**src/rtl/lynx_flit_pkg.sv**
```systemverilog
// Shared flit-format definitions for the lynx NoC: control-bit offsets, payload widths
// and the depacketizer state encoding.
package lynx_flit_pkg;

    // Control-bit offsets measured down from the flit MSB.
    localparam int unsigned VALID_BIT = 0;
    localparam int unsigned HEAD_BIT  = 1;
    localparam int unsigned TAIL_BIT  = 2;
    localparam int unsigned CTRL_BITS = 3;

    typedef enum logic [1:0] {
        StIdle,
        StBody,
        StHold
    } state_e;

    function automatic int unsigned head_payload(input int unsigned width_in,
                                                 input int unsigned addr_w,
                                                 input int unsigned vc_w);
        return width_in - CTRL_BITS - addr_w - vc_w;
    endfunction

    function automatic int unsigned body_payload(input int unsigned width_in,
                                                 input int unsigned vc_w);
        return width_in - CTRL_BITS - vc_w;
    endfunction

    function automatic int unsigned num_flits(input int unsigned width_in,
                                              input int unsigned addr_w,
                                              input int unsigned vc_w,
                                              input int unsigned width_out);
        int unsigned hp;
        int unsigned bp;
        hp = head_payload(width_in, addr_w, vc_w);
        bp = body_payload(width_in, vc_w);
        if (width_out <= hp) begin
            return 1;
        end
        return 1 + (width_out - hp + bp - 1) / bp;
    endfunction

endpackage

```
**src/rtl/flit_field_decode.sv**
```systemverilog
// Combinational split of one NoC flit into its control bits, VC, dst and payload fields.
module flit_field_decode
    import lynx_flit_pkg::*;
#(
    parameter int unsigned WIDTH_IN         = 36,
    parameter int unsigned ADDRESS_WIDTH    = 4,
    parameter int unsigned VC_ADDRESS_WIDTH = 1,
    localparam int unsigned HP = head_payload(WIDTH_IN, ADDRESS_WIDTH, VC_ADDRESS_WIDTH),
    localparam int unsigned BP = body_payload(WIDTH_IN, VC_ADDRESS_WIDTH)
) (
    input  logic [WIDTH_IN-1:0]         flit_i,
    output logic                        valid_o,
    output logic                        head_o,
    output logic                        tail_o,
    output logic [VC_ADDRESS_WIDTH-1:0] vc_o,
    output logic [ADDRESS_WIDTH-1:0]    dst_o,
    output logic [HP-1:0]               head_pl_o,
    output logic [BP-1:0]               body_pl_o
);

    assign valid_o   = flit_i[WIDTH_IN-1-VALID_BIT];
    assign head_o    = flit_i[WIDTH_IN-1-HEAD_BIT];
    assign tail_o    = flit_i[WIDTH_IN-1-TAIL_BIT];
    assign vc_o      = flit_i[WIDTH_IN-1-CTRL_BITS -: VC_ADDRESS_WIDTH];
    // dst only has meaning on a head flit; on body flits these bits are payload.
    assign dst_o     = flit_i[WIDTH_IN-1-CTRL_BITS-VC_ADDRESS_WIDTH -: ADDRESS_WIDTH];
    assign head_pl_o = flit_i[HP-1:0];
    assign body_pl_o = flit_i[BP-1:0];

endmodule

```
**src/rtl/depacketizer_3.sv**
```systemverilog
// Reassembles 1..N-flit NoC packets into one wide word on a valid/ready port, with a sticky
// protocol-error flag. Optional VC filtering is enabled with DEPACKETIZER_VC_FILTER_EN.
module depacketizer_3
    import lynx_flit_pkg::*;
#(
    parameter int unsigned ADDRESS_WIDTH    = 4,
    parameter int unsigned VC_ADDRESS_WIDTH = 1,
    parameter int unsigned WIDTH_IN         = 36,
    parameter int unsigned WIDTH_OUT        = 92,
    parameter int unsigned ASSIGNED_VC      = 0
) (
    input  logic                        clk,
    input  logic                        rst_n,
    input  logic [WIDTH_IN-1:0]         data_in,
    input  logic                        valid_in,
    output logic                        ready_out,
    output logic [WIDTH_OUT-1:0]        data_out,
    output logic [ADDRESS_WIDTH-1:0]    dst_out,
    output logic [VC_ADDRESS_WIDTH-1:0] vc_out,
    output logic                        valid_out,
    input  logic                        ready_in,
    output logic                        err_out
);

    localparam int unsigned HP        = head_payload(WIDTH_IN, ADDRESS_WIDTH, VC_ADDRESS_WIDTH);
    localparam int unsigned BP        = body_payload(WIDTH_IN, VC_ADDRESS_WIDTH);
    localparam int unsigned NUM_FLITS = num_flits(WIDTH_IN, ADDRESS_WIDTH, VC_ADDRESS_WIDTH,
                                                  WIDTH_OUT);
    localparam int unsigned TOTAL     = HP + (NUM_FLITS - 1) * BP;
    localparam int unsigned CNT_W     = $clog2(NUM_FLITS + 1);
    localparam logic [VC_ADDRESS_WIDTH-1:0] AVC = VC_ADDRESS_WIDTH'(ASSIGNED_VC);

    state_e                      state_q, state_d;
    logic [CNT_W-1:0]            cnt_q, cnt_d;
    logic [TOTAL-1:0]            asm_q, asm_d;
    logic [ADDRESS_WIDTH-1:0]    dst_q, dst_d;
    logic [VC_ADDRESS_WIDTH-1:0] vc_q, vc_d;
    logic                        err_q, err_d;

    logic                        f_valid;
    logic                        f_head;
    logic                        f_tail;
    logic [VC_ADDRESS_WIDTH-1:0] f_vc;
    logic [ADDRESS_WIDTH-1:0]    f_dst;
    logic [HP-1:0]               f_head_pl;
    logic [BP-1:0]               f_body_pl;

    logic fire;
    logic vc_bad;
    logic take;
    logic last_body;

    flit_field_decode #(
        .WIDTH_IN        (WIDTH_IN),
        .ADDRESS_WIDTH   (ADDRESS_WIDTH),
        .VC_ADDRESS_WIDTH(VC_ADDRESS_WIDTH)
    ) u_decode (
        .flit_i   (data_in),
        .valid_o  (f_valid),
        .head_o   (f_head),
        .tail_o   (f_tail),
        .vc_o     (f_vc),
        .dst_o    (f_dst),
        .head_pl_o(f_head_pl),
        .body_pl_o(f_body_pl)
    );

    assign ready_out = (state_q != StHold) | ready_in;
    assign valid_out = (state_q == StHold);
    assign fire      = valid_in & ready_out & f_valid;

`ifdef DEPACKETIZER_VC_FILTER_EN
    assign vc_bad = fire & (f_vc != AVC);
`else
    logic [VC_ADDRESS_WIDTH-1:0] unused_avc;
    assign unused_avc = AVC;
    assign vc_bad     = 1'b0;
`endif

    // A foreign-VC flit is swallowed without touching the assembly state.
    assign take = fire & ~vc_bad;

    always_comb begin
        state_d   = state_q;
        cnt_d     = cnt_q;
        asm_d     = asm_q;
        dst_d     = dst_q;
        vc_d      = vc_q;
        err_d     = err_q | vc_bad;
        last_body = ((32'(cnt_q) + 32'd1) == NUM_FLITS);

        if (state_q == StHold && ready_in) begin
            state_d = StIdle;
        end

        if (take) begin
            if (f_head) begin
                // A head always starts a fresh packet; one arriving mid-packet drops the old one.
                if (state_q == StBody || (f_tail != (NUM_FLITS == 1))) begin
                    err_d = 1'b1;
                end
                asm_d                = '0;
                asm_d[TOTAL-1 -: HP] = f_head_pl;
                dst_d                = f_dst;
                vc_d                 = f_vc;
                cnt_d                = CNT_W'(1);
                state_d              = (f_tail || NUM_FLITS == 1) ? StHold : StBody;
            end else if (state_q == StBody) begin
                for (int k = 1; k < NUM_FLITS; k++) begin
                    if (cnt_q == CNT_W'(k)) begin
                        asm_d[TOTAL-1-HP-(k-1)*BP -: BP] = f_body_pl;
                    end
                end
                cnt_d = cnt_q + 1'b1;
                if (f_tail || last_body) begin
                    state_d = StHold;
                    if (f_tail != last_body) begin
                        err_d = 1'b1;
                    end
                end
            end else begin
                // Body flit with no packet open.
                err_d = 1'b1;
            end
        end
    end

    always_ff @(posedge clk or negedge rst_n) begin
        if (!rst_n) begin
            state_q <= StIdle;
            cnt_q   <= '0;
            asm_q   <= '0;
            dst_q   <= '0;
            vc_q    <= '0;
            err_q   <= 1'b0;
        end else begin
            state_q <= state_d;
            cnt_q   <= cnt_d;
            asm_q   <= asm_d;
            dst_q   <= dst_d;
            vc_q    <= vc_d;
            err_q   <= err_d;
        end
    end

    // The last flit is MSB-aligned, so any surplus low bits are padding.
    assign data_out = asm_q[TOTAL-1 -: WIDTH_OUT];
    assign dst_out  = dst_q;
    assign vc_out   = vc_q;
    assign err_out  = err_q;

    if (TOTAL > WIDTH_OUT) begin : g_pad
        logic unused_pad;
        assign unused_pad = ^asm_q[TOTAL-WIDTH_OUT-1:0];
    end

endmodule

```
**config.mk**
```make
export PLATFORM = sky130hd
export DESIGN_NAME = depacketizer_3
export DESIGN_NICKNAME = d
export VERILOG_FILES = /design/src/rtl/lynx_flit_pkg.sv /design/src/rtl/flit_field_decode.sv /design/src/rtl/depacketizer_3.sv
export SDC_FILE = /design/constraint.sdc
export NUM_CORES = 1
export LEC_CHECK = 0
export ABC_AREA = 1
export BUFFER_PORTS_ARGS = -buffer_cell sky130_fd_sc_hd__clkbuf_2
export CORE_MARGIN = 3
export CORE_UTILIZATION = 51
export DETAILED_ROUTE_END_ITERATION = 12
export PLACE_DENSITY_LB_ADDON = 0.1
export SLEW_MARGIN = 20
export SYNTH_ARGS = -nofsm -noshare
export SYNTH_HDL_FRONTEND = slang
export SYNTH_SLANG_ARGS = --single-unit
export TNS_END_PERCENT = 5
```
**constraint.sdc**
```tcl
create_clock -name clk -period 1.85 [get_ports clk]
set_input_delay 0.37 -clock clk [delete_from_list [all_inputs] [get_ports clk]]
set_output_delay 0.37 -clock clk [all_outputs]
set_load 0.02 [all_outputs]
```
# Word level (Yosys, flattened, before mapping)
# Index checks and enable logic that the tools add are counted.
# word_totals
reg_bits,102
input_bits,40
out_inout_bits,100
wordCells,51
# classes
n_addsub,2
eq_ne,10
n_mux,17
bitwise_logic,3
reduce_logical,11
# ops
operator,count
2-to-1 mux 64 bit,2
2-to-1 mux 32 bit,2
2-to-1 mux 2 bit,8
inequality test 3 x 2 -> 1 bit (second input constant),2
AND reduction 3 bit,2
nonzero test 2 bit,3
2-to-1 mux 1 bit,5
== test 2 x 1 -> 1 bit (second input constant),2
== test 2 bit (second input constant),2
AND reduction 2 bit,2
AND reduction 4 bit,1
adder 2 x 1 -> 3 bit (second input constant),1
== test 3 x 2 -> 1 bit (second input constant),1
adder 2 x 1 -> 2 bit (second input constant),1
AND 1 bit,2
logical OR 1 bit,2
inequality test 2 x 1 -> 1 bit (second input constant),1
inequality test 2 bit (second input constant),1
logical AND 1 bit,1
inequality test 1 bit,1
OR 1 bit,1

# Depth between registers and ports, before layout
# Gate-level depths: netlist (run 1).
# depth
ltp_word,7
mapped_depth,10
ltp_nobuf,10

# Hierarchy
# A second synthesis (run 1) with hierarchy kept.
# unflattened
hier_cells,611
hier_area_um2,5061.1
# modules_own_cells
module,n_inst,cells_each,area_each_um2,seq_area_each_um2
depacketizer_3,1,543,4550.6,2552.4
flit_field_decode,1,68,510.5,0.0

# Worst setup path before layout (run 1)
# Ideal clock, no wire load.
# synth_path
kind,reg-to-reg
startpoint,register cnt_q[1]
endpoint,register asm_q[44] (netlist: data_out[44])
setup_time_ps,117
t_arrival_ps,1173
required_ps,1733
path_slack_ps,561
stages_incl_launch_ff,9
n_path_buf,1
synth_period_minus_slack_ps,1289
path_cell_list,dfrtp_1 inv_1 ha_1 inv_1 o21ai_4 nand2_4 buf_6 nand2_2 nand2_1
# synth_via
elab_chain_cells,3
# synth_rtl
item,line,rtl
from (decl),depacketizer_3.sv:34,"logic [CNT_W-1:0] cnt_q, cnt_d;"
from (signal assigned),depacketizer_3.sv:138,cnt_q <= cnt_d;
== test 2 x 1 -> 1 bit,depacketizer_3.sv:110,if (cnt_q == CNT_W'(k)) begin
nonzero test 2 bit (no source line),-,
AND reduction 3 bit (no source line),-,
to (signal assigned),depacketizer_3.sv:139,asm_q <= asm_d;
to (decl),depacketizer_3.sv:35,"logic [TOTAL-1:0] asm_q, asm_d;"
# Every way passes these cells.
# A chain may end at the register's enable or synchronous reset.

# Worst setup path in the final report (run 1)
# layout_path
startpoint,register cnt_q[0]
endpoint,register asm_q[10] (netlist: data_out[10])
# layout_via
elab_chain_cells,3
# layout_rtl
item,line
== test 2 bit,depacketizer_3.sv:110
nonzero test 2 bit (no source line),-
AND reduction 3 bit (no source line),-
# Every way passes these cells.

==> results of run 1 <==
[worst min-delay path by stage]
stage / from / to / slack [ps] / depth (start not counted)
after CTS: data_in[32] / vc_out / 230 / 3
after detailed placement: rst_n / data_out[72] / 300 / 1
after floorplan: rst_n / cnt_q[0] / 70 / 0
after global placement: rst_n / data_out[72] / 290 / 1
final: data_in[32] / vc_out / 240 / 3
after global routing: data_in[32] / vc_out / 220 / 3
[power by group through the flow]
stage	Clock [mW]	Combinational, mW	Sequential, mW
after floorplan	0	0.738	3.57
after global placement	0	2.01	3.05
after detailed placement	0	2.06	3.06
after CTS	1.45	2.06	3.02
after global routing	1.54	2.23	3.07
final	1.41	2.03	3.02
[cells by family after synthesis]
family	count (synthesis)	share of synthesized area [%]
simple gates	290	27.82
flops	102	57.61
buf+inv	78	8.868
compound gates	38	4.857
fa+ha+maj	3	0.8473
[cell type report]
cell class / count / share of cell area, %
Inverter: 48 / 3.366
Clock buffer: 12 / 2.674
Timing Repair Buffer: 154 / 16.14
Clock inverter: 4 / 1.014
Multi-Input combinational cell: 331 / 27.36
Sequential cell: 102 / 47.03
Tap cell: 105 / 2.420
[Yosys cell counts, types with 2 or more instances]
cell type / n
sky130_fd_sc_hd__ha_1: 3
sky130_fd_sc_hd__clkbuf_1: 7
sky130_fd_sc_hd__o21ai_4: 2
sky130_fd_sc_hd__nand3_1: 65
sky130_fd_sc_hd__buf_2: 9
sky130_fd_sc_hd__inv_1: 45
sky130_fd_sc_hd__nand2_1: 172
sky130_fd_sc_hd__o21ai_0: 31
sky130_fd_sc_hd__nand2_2: 13
sky130_fd_sc_hd__buf_6: 9
sky130_fd_sc_hd__dfrtp_1: 102
sky130_fd_sc_hd__o21ai_1: 3
sky130_fd_sc_hd__buf_4: 5
sky130_fd_sc_hd__inv_2: 2
sky130_fd_sc_hd__nor2_1: 36
[metal layers]
| layer | GRT usage (%) | part of all wire (%) | vias to the layer above |
|---|---|---|---|
| met3 | 4.839 | 6.6 | 12 |
| li1 | - | - | 1853 |
| met5 | 0 | 0 | - |
| met4 | 7.668 | 1.4 | 0 |
| met2 | 35.49 | 47 | 127 |
| met1 | 30.83 | 45 | 1722 |
[flip-flops by register name, indices dropped and copies added, names as in the netlist]
| register | flops |
|---|---|
| cnt_q | 2 |
| data_out | 92 |
| dst_out | 4 |
| err_out | 1 |
| state_q | 2 |
| vc_out | 1 |
[critical path: stages, from the launching register on]
cell and delay (ps):
sky130_fd_sc_hd__dfrtp_1 420, sky130_fd_sc_hd__inv_1 80, sky130_fd_sc_hd__ha_1 140, sky130_fd_sc_hd__inv_1 80, sky130_fd_sc_hd__o21ai_4 190, sky130_fd_sc_hd__nand2_2 170, sky130_fd_sc_hd__buf_12 210, sky130_fd_sc_hd__nand2_1 60
sky130_fd_sc_hd__nand2_1 50
==> metrics.txt, run 1 <==
# TYPE chip_impl_metric gauge
chip_impl_info{name="run_status",value="complete, no violations"} 1
chip_impl_metric{name="die_width",unit="um"} 99.21
chip_impl_metric{name="power.net_switching",unit="mW"} 2.433
chip_impl_metric{name="remaining_drc_errors",unit=""} 0
chip_impl_metric{name="yosysWarnings",unit=""} 0
chip_impl_metric{name="share_clk_of_total_power",unit="%"} 21.9
chip_impl_metric{name="pre_cts_ws",unit="ps"} 296.2
chip_impl_metric{name="final_util",unit="%"} 65.08
chip_impl_metric{name="slew_headroom",unit="%"} 70.37
chip_impl_metric{name="hold_slack_final",unit="ps"} 238.3
chip_impl_metric{name="seq_power_share",unit="%"} 46.7
chip_impl_info{name="synth_top_cells_by_area",value="sky130_fd_sc_hd__dfrtp_1 (58%), sky130_fd_sc_hd__nand2_1 (15%), sky130_fd_sc_hd__nand3_1 (7.3%)"} 1
chip_impl_metric{name="power_switching_share",unit="%"} 37.65
chip_impl_metric{name="diodes",unit=""} 0
chip_impl_metric{name="cts-buffers-inserted",unit=""} 9
chip_impl_info{name="crit-reg2reg-capture",value="data_out[10]"} 1
chip_impl_metric{name="fp.dieArea",unit="um^2"} 9842
chip_impl_info{name="cts_tree",value="done"} 1
chip_impl_info{name="most_frequent_standard_cell_in_the_layout_excluding_fill_and_tap_cells",value="sky130_fd_sc_hd__nand2_1"} 1
chip_impl_metric{name="die_height",unit="um"} 99.21
chip_impl_metric{name="fin_skew",unit="ps"} 13.10
chip_impl_metric{name="post-route-cell-area",unit="um^2"} 5428
chip_impl_metric{name="max_cap_viol_count",unit=""} 0
chip_impl_metric{name="final_critical_path_setup_slack",unit="ps"} 340.4
chip_impl_info{name="layout.cells.most_common_list",value="sky130_fd_sc_hd__nand2_1 (172), sky130_fd_sc_hd__clkbuf_2 (138), sky130_fd_sc_hd__dfrtp_1 (102)"} 1
chip_impl_metric{name="finalCriticalPeriod",unit="ps"} 1510
chip_impl_metric{name="grt_start_max_net_pins",unit=""} 69
chip_impl_metric{name="avgViaCountPerCell",unit=""} 4.913
chip_impl_metric{name="power.leakage",unit="nW"} 3.200
chip_impl_metric{name="cts.clk_slew.worst_paths",unit="ps"} 90
chip_impl_info{name="cp-end-kind",value="flop"} 1
chip_impl_metric{name="cts_max_level",unit=""} 3
chip_impl_metric{name="asyncSetResetFlopFracSynth",unit="%"} 100.0
chip_impl_metric{name="r2r_cells",unit=""} 8
chip_impl_metric{name="syn_to_final_growth",unit="%"} 22.51
chip_impl_metric{name="cts.path.max_buffers",unit=""} 2
chip_impl_info{name="ys_dominant_reg_cell",value="sky130_fd_sc_hd__dfrtp_1"} 1
chip_impl_metric{name="core_area",unit="um^2"} 8341
chip_impl_metric{name="mean_instance_size_in_the_synthesized_netlist",unit="um^2"} 8.670
chip_impl_metric{name="post_layout_nonfiller_instances",unit=""} 756
chip_impl_metric{name="globalRoute.totalOverflow",unit=""} 0
chip_impl_metric{name="row_count",unit=""} 33
chip_impl_metric{name="grt_pass1_wl",unit="mm"} 17.84
chip_impl_metric{name="fmax",unit="GHz"} 0.6624
chip_impl_metric{name="tns",unit="ps"} 0
chip_impl_metric{name="antenna_violating_nets_post_route",unit=""} 0
chip_impl_info{name="grt_setup_unrepaired",value="false"} 1
chip_impl_info{name="cts.root.buffer_cell",value="sky130_fd_sc_hd__clkbuf_8"} 1
chip_impl_metric{name="fillCellCount",unit=""} 770
chip_impl_metric{name="grt_pass1_vias",unit=""} 3632
chip_impl_metric{name="power-per-cell-area",unit="nW/um^2"} 1191
chip_impl_metric{name="p_int",unit="mW"} 4.029
chip_impl_metric{name="final-setup-viol-count",unit=""} 0
chip_impl_info{name="startpoint_type",value="flop"} 1
chip_impl_metric{name="post_cts.resized_instances",unit=""} 0
chip_impl_metric{name="finalHoldViolations",unit=""} 0
chip_impl_metric{name="detailed_place.area",unit="um^2"} 5218
chip_impl_metric{name="finalWirelength",unit="mm"} 10.66
chip_impl_metric{name="cts_setup_buffers",unit=""} 0
chip_impl_metric{name="track_usage",unit="%"} 22.39
chip_impl_metric{name="area_of_combinational_cells_with_multiple_inputs",unit="um^2"} 1485
chip_impl_metric{name="worst_ep_arrival_time",unit="ps"} 1760
chip_impl_metric{name="netlist_instances",unit=""} 511
chip_impl_metric{name="share_of_synthesized_area_occupied_by_flip_flops_and_latches",unit="%"} 57.61
chip_impl_metric{name="ys_ff_latch",unit=""} 102
chip_impl_info{name="worstSetupPathType",value="reg2reg"} 1
chip_impl_metric{name="worst_ir_drop_vdd",unit="mV"} 0.6388
chip_impl_metric{name="post_route_cells_drive_above_1_share",unit="%"} 28.88
chip_impl_metric{name="place.detailed.hpwl",unit="mm"} 7.697
chip_impl_metric{name="synth-edff-count",unit=""} 0
chip_impl_metric{name="timing_worst_slew_pin_value",unit="ps"} 444.0
chip_impl_info{name="hold_class",value="in2reg"} 1
chip_impl_metric{name="first_pass_iters",unit=""} 4
chip_impl_metric{name="drt_first_iter_violations",unit=""} 141
chip_impl_metric{name="timing.final.crit_share",unit="%"} 81.60
chip_impl_metric{name="synth.lib_cells_used.distinct",unit=""} 22
chip_impl_metric{name="post-place-cells",unit=""} 739
chip_impl_metric{name="crit_fanout",unit=""} 18
chip_impl_metric{name="reg2reg_slack",unit="ps"} 340
chip_impl_metric{name="grt_antenna_before_repair",unit=""} 0
chip_impl_metric{name="ff_latch_area",unit="um^2"} 2552
chip_impl_info{name="critical_path.reg2reg.startpoint",value="cnt_q[0]"} 1
chip_impl_metric{name="clk-insertion-delay-late",unit="ps"} 360
chip_impl_metric{name="drv_slew",unit=""} 0
chip_impl_metric{name="io_pins",unit=""} 140
chip_impl_metric{name="post-synth-top-area-fraction",unit="%"} 57.61
chip_impl_info{name="yosysTopAreaCell",value="sky130_fd_sc_hd__dfrtp_1"} 1
chip_impl_metric{name="final_nets",unit=""} 689
chip_impl_metric{name="total_power",unit="mW"} 6.462
chip_impl_metric{name="buffer_ports.inserted",unit=""} 139
chip_impl_metric{name="via_count",unit=""} 3714
chip_impl_metric{name="clk_sinks",unit=""} 102
chip_impl_info{name="critical_path.endpoint",value="data_out[10]"} 1
chip_impl_metric{name="postCtsHoldBufs",unit=""} 1
chip_impl_metric{name="finalWeightedCongestion",unit=""} 0.7896
chip_impl_metric{name="start_util",unit="%"} 53.12
chip_impl_metric{name="combinational_cell_fraction_of_total_power",unit="%"} 31.5
chip_impl_metric{name="cp_data_required_time",unit="ps"} 2100
chip_impl_info{name="crit_path_start",value="cnt_q[0]"} 1
chip_impl_metric{name="wl_per_cell",unit="um"} 14.10
chip_impl_metric{name="mappedNetlistArea",unit="um^2"} 4430
chip_impl_metric{name="number_of_nets_in_the_synthesized_netlist",unit=""} 554
(Power assumes the default switching activity.)
==> inputs of run 2 (changes only) <==
==> constraint.sdc (replaced) <==
create_clock -name clk -period 1.44 [get_ports clk]
set_input_delay 0.288 -clock clk [delete_from_list [all_inputs] [get_ports clk]]
set_output_delay 0.288 -clock clk [all_outputs]
set_load 0.02 [all_outputs]
==> run 2 against run 1 <==
  * Clock skew up 2.1 ps
  * Critical path depth fell by 5
  * Sequential share of layout area is 0.86 points lower
  * First-iteration DRC count grew 16%
  * Non-clock buffer count grew 7
  * Critical endpoint is now ready_out
  * Combinational power grew 35%
  * Critical path type is now reg2out
  * Cell count up 1.1%
  * Setup slack worse by 320 ps
  * Clock power up 16%
  * Clock-buffer cell count decreased by 1
==> metrics.txt, run 2 (same netlist as run 1, synthesis figures left out) <==
# TYPE chip_impl_metric gauge
chip_impl_info{name="run_status",value="complete, no violations"} 1
chip_impl_metric{name="crit_fanout",unit=""} 4
chip_impl_metric{name="finalWirelength",unit="mm"} 10.88
chip_impl_info{name="startpoint_type",value="flop"} 1
chip_impl_metric{name="antenna_violating_nets_post_route",unit=""} 0
chip_impl_metric{name="grt_pass1_vias",unit=""} 3735
chip_impl_metric{name="clk_sinks",unit=""} 102
chip_impl_metric{name="drv_slew",unit=""} 0
chip_impl_metric{name="track_usage",unit="%"} 22.45
chip_impl_metric{name="worst_ep_arrival_time",unit="ps"} 1130
chip_impl_metric{name="globalRoute.totalOverflow",unit=""} 0
chip_impl_metric{name="timing_worst_slew_pin_value",unit="ps"} 269.0
chip_impl_metric{name="crit_path_max_incr_delay",unit="ps"} 430
chip_impl_info{name="crit_path_top_delay_cell",value="sky130_fd_sc_hd__dfrtp_2"} 1
chip_impl_metric{name="via_count",unit=""} 3835
chip_impl_metric{name="final_critical_path_setup_slack",unit="ps"} 18.43
chip_impl_info{name="worstSetupPathType",value="reg2out"} 1
chip_impl_metric{name="final_nets",unit=""} 697
chip_impl_metric{name="ff_latch_area",unit="um^2"} 2554
chip_impl_metric{name="finalWeightedCongestion",unit=""} 0.7884
chip_impl_metric{name="grt_antenna_before_repair",unit=""} 0
chip_impl_metric{name="remaining_drc_errors",unit=""} 0
chip_impl_metric{name="p_int",unit="mW"} 5.049
chip_impl_metric{name="core_area",unit="um^2"} 8341
chip_impl_metric{name="diodes",unit=""} 0
chip_impl_metric{name="pre_cts_ws",unit="ps"} -20.51
chip_impl_metric{name="cts.clk_slew.worst_paths",unit="ps"} 90
chip_impl_metric{name="cts_max_level",unit=""} 3
chip_impl_metric{name="largest_register_ff_count",unit=""} 92
chip_impl_metric{name="timing.final.crit_share",unit="%"} 98.72
chip_impl_metric{name="syn_to_final_growth",unit="%"} 24.85
chip_impl_metric{name="post_route_cells_drive_above_1_share",unit="%"} 30.50
chip_impl_metric{name="buffer_ports.inserted",unit=""} 139
chip_impl_metric{name="grt_start_max_net_pins",unit=""} 46
chip_impl_metric{name="tns",unit="ps"} 0
chip_impl_metric{name="finalCriticalPeriod",unit="ps"} 1422
chip_impl_metric{name="clk-insertion-delay-late",unit="ps"} 360
chip_impl_metric{name="worst_ir_drop_vdd",unit="mV"} 0.6526
chip_impl_metric{name="finalHoldViolations",unit=""} 0
chip_impl_metric{name="power_switching_share",unit="%"} 38.88
chip_impl_info{name="cts.root.buffer_cell",value="sky130_fd_sc_hd__clkbuf_8"} 1
chip_impl_metric{name="fp.dieArea",unit="um^2"} 9842
chip_impl_metric{name="hold_slack_final",unit="ps"} 144.9
chip_impl_info{name="layout.cells.most_common_list",value="sky130_fd_sc_hd__nand2_1 (172), sky130_fd_sc_hd__clkbuf_2 (137), sky130_fd_sc_hd__dfrtp_1 (101)"} 1
chip_impl_metric{name="final_util",unit="%"} 66.32
chip_impl_metric{name="power-per-cell-area",unit="nW/um^2"} 1493
chip_impl_metric{name="seq_power_share",unit="%"} 47.0
chip_impl_metric{name="first_pass_iters",unit=""} 6
chip_impl_metric{name="fmax",unit="GHz"} 0.7034
chip_impl_metric{name="max_cap_viol_count",unit=""} 0
chip_impl_metric{name="combinational_cell_fraction_of_total_power",unit="%"} 33.2
chip_impl_metric{name="place.detailed.hpwl",unit="mm"} 7.732
chip_impl_metric{name="drt_first_iter_violations",unit=""} 163
chip_impl_metric{name="power.leakage",unit="nW"} 3.230
chip_impl_metric{name="row_count",unit=""} 33
chip_impl_metric{name="io_pins",unit=""} 140
chip_impl_metric{name="die_width",unit="um"} 99.21
chip_impl_info{name="grt_setup_unrepaired",value="true"} 1
chip_impl_metric{name="slew_headroom",unit="%"} 82.05
chip_impl_info{name="cp-end-kind",value="output port"} 1
chip_impl_info{name="most_frequent_standard_cell_in_the_layout_excluding_fill_and_tap_cells",value="sky130_fd_sc_hd__nand2_1"} 1
chip_impl_metric{name="avgViaCountPerCell",unit=""} 5.020
chip_impl_metric{name="area_of_combinational_cells_with_multiple_inputs",unit="um^2"} 1523
chip_impl_metric{name="critical_path.n_buffers_inverters",unit=""} 2
chip_impl_info{name="hold_class",value="in2reg"} 1
chip_impl_metric{name="wl_per_cell",unit="um"} 14.24
chip_impl_info{name="cell_type_group_with_the_largest_total_delay_on_the_critical_path",value="flip-flops"} 1
chip_impl_metric{name="total_power",unit="mW"} 8.260
chip_impl_metric{name="power.net_switching",unit="mW"} 3.212
chip_impl_metric{name="cts-buffers-inserted",unit=""} 9
chip_impl_info{name="cts_tree",value="done"} 1
chip_impl_metric{name="grt_pass1_wl",unit="mm"} 17.82
chip_impl_metric{name="die_height",unit="um"} 99.21
chip_impl_metric{name="fin_skew",unit="ps"} 15.17
chip_impl_metric{name="cp_data_required_time",unit="ps"} 1150
chip_impl_metric{name="share_clk_of_total_power",unit="%"} 19.9
chip_impl_metric{name="start_util",unit="%"} 53.12
chip_impl_info{name="cp_cell_sequence",value="inv_2, nand3_4, clkbuf_2"} 1
chip_impl_metric{name="fillCellCount",unit=""} 744
chip_impl_metric{name="final-setup-viol-count",unit=""} 0
chip_impl_metric{name="cts.path.max_buffers",unit=""} 2
==> run 2: cell type report <==
type                    instances  area share, %
clock buffers                  11          2.375
clock inverters                 5         0.7691
inverters                      48          3.302
multi-input cells             332          27.53
flip-flops and latches        102          46.17
well taps                     105          2.375
repair buffers                161          17.48
==> run 2: what timing repair did <==
action | 4_1_cts | 5_1_grt
resized for setup | 2 | 16
cloned | 0 | 1
buffers inserted | 0 | 2
hold buffers | 1 | 0
pin swaps | 1 | 5
endpoints found under the setup margin | 18 | 68
endpoints found under the hold margin | 13 | 0
==> run 2: worst paths after layout <==
path / startpoint / cells after the start / end / slack (ps)
min in group asynchronous: rst_n / 2 / data_out[72] / 310
worst max register to register: state_q[1] / 7 / data_out[35] / 20
worst min register to register: data_out[21] / 2 / data_out[21] / 480
max in group asynchronous: rst_n / 3 / state_q[0] / 590
worst max-delay path: state_q[0] / 3 / ready_out / 20
worst min-delay path: data_in[32] / 3 / vc_out / 140
==> run 2: power groups by stage <==
stage               logic [mW]  registers, mW  clock network, mW
floorplan                0.948           4.59                  0
global placement          2.59           3.92                  0
detailed placement        2.65           3.93                  0
CTS                       2.66           3.88               1.69
global route              3.02           3.95               1.82
finish                    2.74           3.88               1.64
==> run 2: per-stage QoR <==
stage          instance area (um^2)  instances
5_1_grt                        5532        764
3_5_place_dp                   5255        744
6_report                       5532        764
2_1_floorplan                  4431        511
4_1_cts                        5450        761
3_3_place_gp                   5255        744
==> run 2: tightest hold or removal path, delay by kind of cell <==
| kind | cells | cell delay (ps) |
|---|---|---|
| buffers and inverters | 2 | 120 |
| AOI/OAI and AO/OA | 1 | 60 |
==> run 2: layer usage <==
metal / part of all wire [%] / up-vias / track usage [%] / routed length [um]
li1: - / 1868 / - / -
met1: 44 / 1821 / 30.92 / 4822
met2: 48 / 129 / 36.05 / 5177
met3: 6.5 / 17 / 3.997 / 702
met4: 1.6 / 0 / 7.878 / 176
met5: 0 / - / 0 / 0
==> inputs of run 3 (changes only) <==
--- a/config.mk
+++ b/config.mk
@@ -11,6 +11,7 @@
 export CORE_UTILIZATION = 51
 export DETAILED_ROUTE_END_ITERATION = 12
 export PLACE_DENSITY_LB_ADDON = 0.1
+export REMOVE_ABC_BUFFERS = 1
 export SLEW_MARGIN = 20
 export SYNTH_ARGS = -nofsm -noshare
 export SYNTH_HDL_FRONTEND = slang
==> constraint.sdc (replaced) <==
create_clock -name clk -period 1.55 [get_ports clk]
set_input_delay 0.31 -clock clk [delete_from_list [all_inputs] [get_ports clk]]
set_output_delay 0.31 -clock clk [all_outputs]
set_load 0.02 [all_outputs]
==> run 3 against run 2 <==
  * The run now ends with negative hold slack left
  * Flip-flop and latch count unchanged
  * Setup slack improved by 97 ps
  * Die area stayed put
  * Critical path type is now reg2reg
  * Critical endpoint is now state_q[1]
  * Wire length fell by 4.1%
==> metrics.txt, run 3 (same netlist as run 1, synthesis figures left out) <==
# TYPE chip_impl_metric gauge
chip_impl_metric{name="row_count",unit=""} 33
chip_impl_metric{name="crit_fanout",unit=""} 4
chip_impl_info{name="crit_path_top_delay_cell",value="sky130_fd_sc_hd__dfrtp_1"} 1
chip_impl_metric{name="total_power",unit="mW"} 7.823
chip_impl_metric{name="cts.clk_slew.worst_paths",unit="ps"} 100
chip_impl_metric{name="grt_pass1_wl",unit="mm"} 17.93
chip_impl_metric{name="drt_first_iter_violations",unit=""} 146
chip_impl_metric{name="timing.final.crit_share",unit="%"} 92.52
chip_impl_info{name="crit-reg2reg-capture",value="state_q[1]"} 1
chip_impl_metric{name="first_pass_iters",unit=""} 4
chip_impl_metric{name="die_height",unit="um"} 99.21
chip_impl_metric{name="worst_ir_drop_vdd",unit="mV"} 0.6880
chip_impl_metric{name="antenna_violating_nets_post_route",unit=""} 0
chip_impl_info{name="cts.root.buffer_cell",value="sky130_fd_sc_hd__clkbuf_8"} 1
chip_impl_info{name="startpoint_type",value="flop"} 1
chip_impl_metric{name="largest_register_ff_count",unit=""} 92
chip_impl_info{name="violations",value="negative hold slack"} 1
chip_impl_info{name="run_status",value="complete, but fails checks"} 1
chip_impl_metric{name="reg2reg_slack",unit="ps"} 120
chip_impl_metric{name="remaining_drc_errors",unit=""} 0
chip_impl_info{name="cp-end-kind",value="flop"} 1
chip_impl_metric{name="crit_path_max_incr_delay",unit="ps"} 400
chip_impl_metric{name="fin_skew",unit="ps"} 9.249
chip_impl_metric{name="clk-insertion-delay-late",unit="ps"} 360
chip_impl_metric{name="grt_pass1_vias",unit=""} 3729
chip_impl_metric{name="timing_worst_slew_pin_value",unit="ps"} 557.4
chip_impl_metric{name="finalWirelength",unit="mm"} 10.43
chip_impl_metric{name="io_pins",unit=""} 140
chip_impl_metric{name="core_area",unit="um^2"} 8341
chip_impl_metric{name="buffer_ports.inserted",unit=""} 139
chip_impl_info{name="critical_path.reg2reg.startpoint",value="cnt_q[0]"} 1
chip_impl_metric{name="clk_sinks",unit=""} 102
chip_impl_metric{name="post_route_cells_drive_above_1_share",unit="%"} 29.23
chip_impl_info{name="cts_tree",value="done"} 1
chip_impl_metric{name="cts_max_level",unit=""} 3
chip_impl_metric{name="finalHoldViolations",unit=""} 5
chip_impl_metric{name="drv_slew",unit=""} 0
chip_impl_info{name="cp_cell_sequence",value="inv_1, ha_1, inv_1, ha_1, nor2_2, a21boi_0, o21ai_0"} 1
chip_impl_metric{name="globalRoute.totalOverflow",unit=""} 0
chip_impl_metric{name="track_usage",unit="%"} 22.43
chip_impl_metric{name="r2r_cells",unit=""} 7
chip_impl_metric{name="start_util",unit="%"} 53.12
chip_impl_metric{name="power-per-cell-area",unit="nW/um^2"} 1444
chip_impl_metric{name="grt_start_max_net_pins",unit=""} 103
chip_impl_info{name="hold_class",value="in2async"} 1
chip_impl_metric{name="avgViaCountPerCell",unit=""} 4.926
chip_impl_metric{name="power.leakage",unit="nW"} 3.192
chip_impl_metric{name="finalWeightedCongestion",unit=""} 0.7829
chip_impl_metric{name="final_critical_path_setup_slack",unit="ps"} 115.9
chip_impl_metric{name="cts-buffers-inserted",unit=""} 9
chip_impl_metric{name="worst_ep_arrival_time",unit="ps"} 1670
chip_impl_metric{name="cts.path.max_buffers",unit=""} 2
chip_impl_metric{name="cts_setup_buffers",unit=""} 0
chip_impl_info{name="grt_setup_unrepaired",value="true"} 1
chip_impl_metric{name="final_nets",unit=""} 689
chip_impl_metric{name="place.detailed.hpwl",unit="mm"} 7.370
chip_impl_metric{name="die_width",unit="um"} 99.21
chip_impl_metric{name="post-route-cell-area",unit="um^2"} 5418
chip_impl_info{name="layout.cells.most_common_list",value="sky130_fd_sc_hd__nand2_1 (172), sky130_fd_sc_hd__clkbuf_2 (138), sky130_fd_sc_hd__dfrtp_1 (102)"} 1
chip_impl_metric{name="slew_headroom",unit="%"} 62.84
chip_impl_metric{name="grt_antenna_before_repair",unit=""} 0
chip_impl_metric{name="finalCriticalPeriod",unit="ps"} 1434
chip_impl_metric{name="post_cts.resized_instances",unit=""} 0
chip_impl_metric{name="pre_cts_ws",unit="ps"} 66.04
chip_impl_metric{name="wl_per_cell",unit="um"} 13.81
chip_impl_metric{name="diodes",unit=""} 0
chip_impl_metric{name="postCtsHoldBufs",unit=""} 0
chip_impl_metric{name="max_cap_viol_count",unit=""} 0
chip_impl_metric{name="fp.dieArea",unit="um^2"} 9842
chip_impl_metric{name="via_count",unit=""} 3719
chip_impl_metric{name="cp_data_required_time",unit="ps"} 1780
chip_impl_info{name="worstSetupPathType",value="reg2reg"} 1
chip_impl_metric{name="fmax",unit="GHz"} 0.6973
chip_impl_metric{name="final-setup-viol-count",unit=""} 0
chip_impl_metric{name="syn_to_final_growth",unit="%"} 22.28
chip_impl_info{name="most_frequent_standard_cell_in_the_layout_excluding_fill_and_tap_cells",value="sky130_fd_sc_hd__nand2_1"} 1
chip_impl_metric{name="hold_slack_final",unit="ps"} -22.67
chip_impl_metric{name="detailed_place.area",unit="um^2"} 5187
[run 3: metal layers]
layer	vias up	GRT usage (%)	share of wire [%]	wire length, um
met2	112	36.57	48	5020
li1	1849	-	-	-
met3	15	4.067	6.2	644
met1	1743	30.42	44	4574
met5	-	0	0	0
met4	0	7.668	1.8	190
[run 3: final cells by class]
class / count / area [um^2]
Clock buffer: 10 / 127.6
Clock inverter: 5 / 83.83
Fill cell: 741 / 2923
Inverter: 48 / 182.7
Multi-Input combinational cell: 331 / 1496
Sequential cell: 102 / 2552
Tap cell: 105 / 131.4
Timing Repair Buffer: 154 / 843.3
[run 3: power breakdown]
part	switching, mW	internal, mW	total [mW]
sequential	0.357	3.23	3.58
combinational	1.65	0.770	2.42
clock	0.908	0.911	1.82
total	2.91	4.91	7.82
[run 3: through the flow]
| step | TNS (ps) | instances | hold WS, ps | util, % |
|---|---|---|---|---|
| final | 0 | 755 | -22.67 | 64.96 |
| after global routing | -9.717 | 755 | 25.23 | 64.96 |
| after CTS | 0 | 755 | 25.76 | 64.73 |
| after detailed placement | 0 | 740 | 423.4 | 62.20 |
| after global placement | 0 | 740 | 419.3 | 62.20 |
| after floorplan | -15030 | 481 | 14.41 | - |
[run 3: worst max-delay path: cells and delay by family, from the launching register on]
family / cells / cell delay [ps]
flops: 1 / 400
fa+ha+maj: 2 / 360
compound gates: 2 / 330
simple gates: 1 / 50
buf+inv: 2 / 170
[run 3: worst max path at each step]
stage | start | to | slack, ps | cells after the start
3_3_place_gp | cnt_q[0] | data_out[29] | 160 | 7
5_1_grt | cnt_q[0] | state_q[0] | -10 | 10
3_5_place_dp | cnt_q[0] | state_q[0] | 70 | 10
2_1_floorplan | cnt_q[0] | data_out[0] | -270 | 7
4_1_cts | cnt_q[0] | state_q[0] | 50 | 10
6_report | cnt_q[0] | state_q[1] | 120 | 7
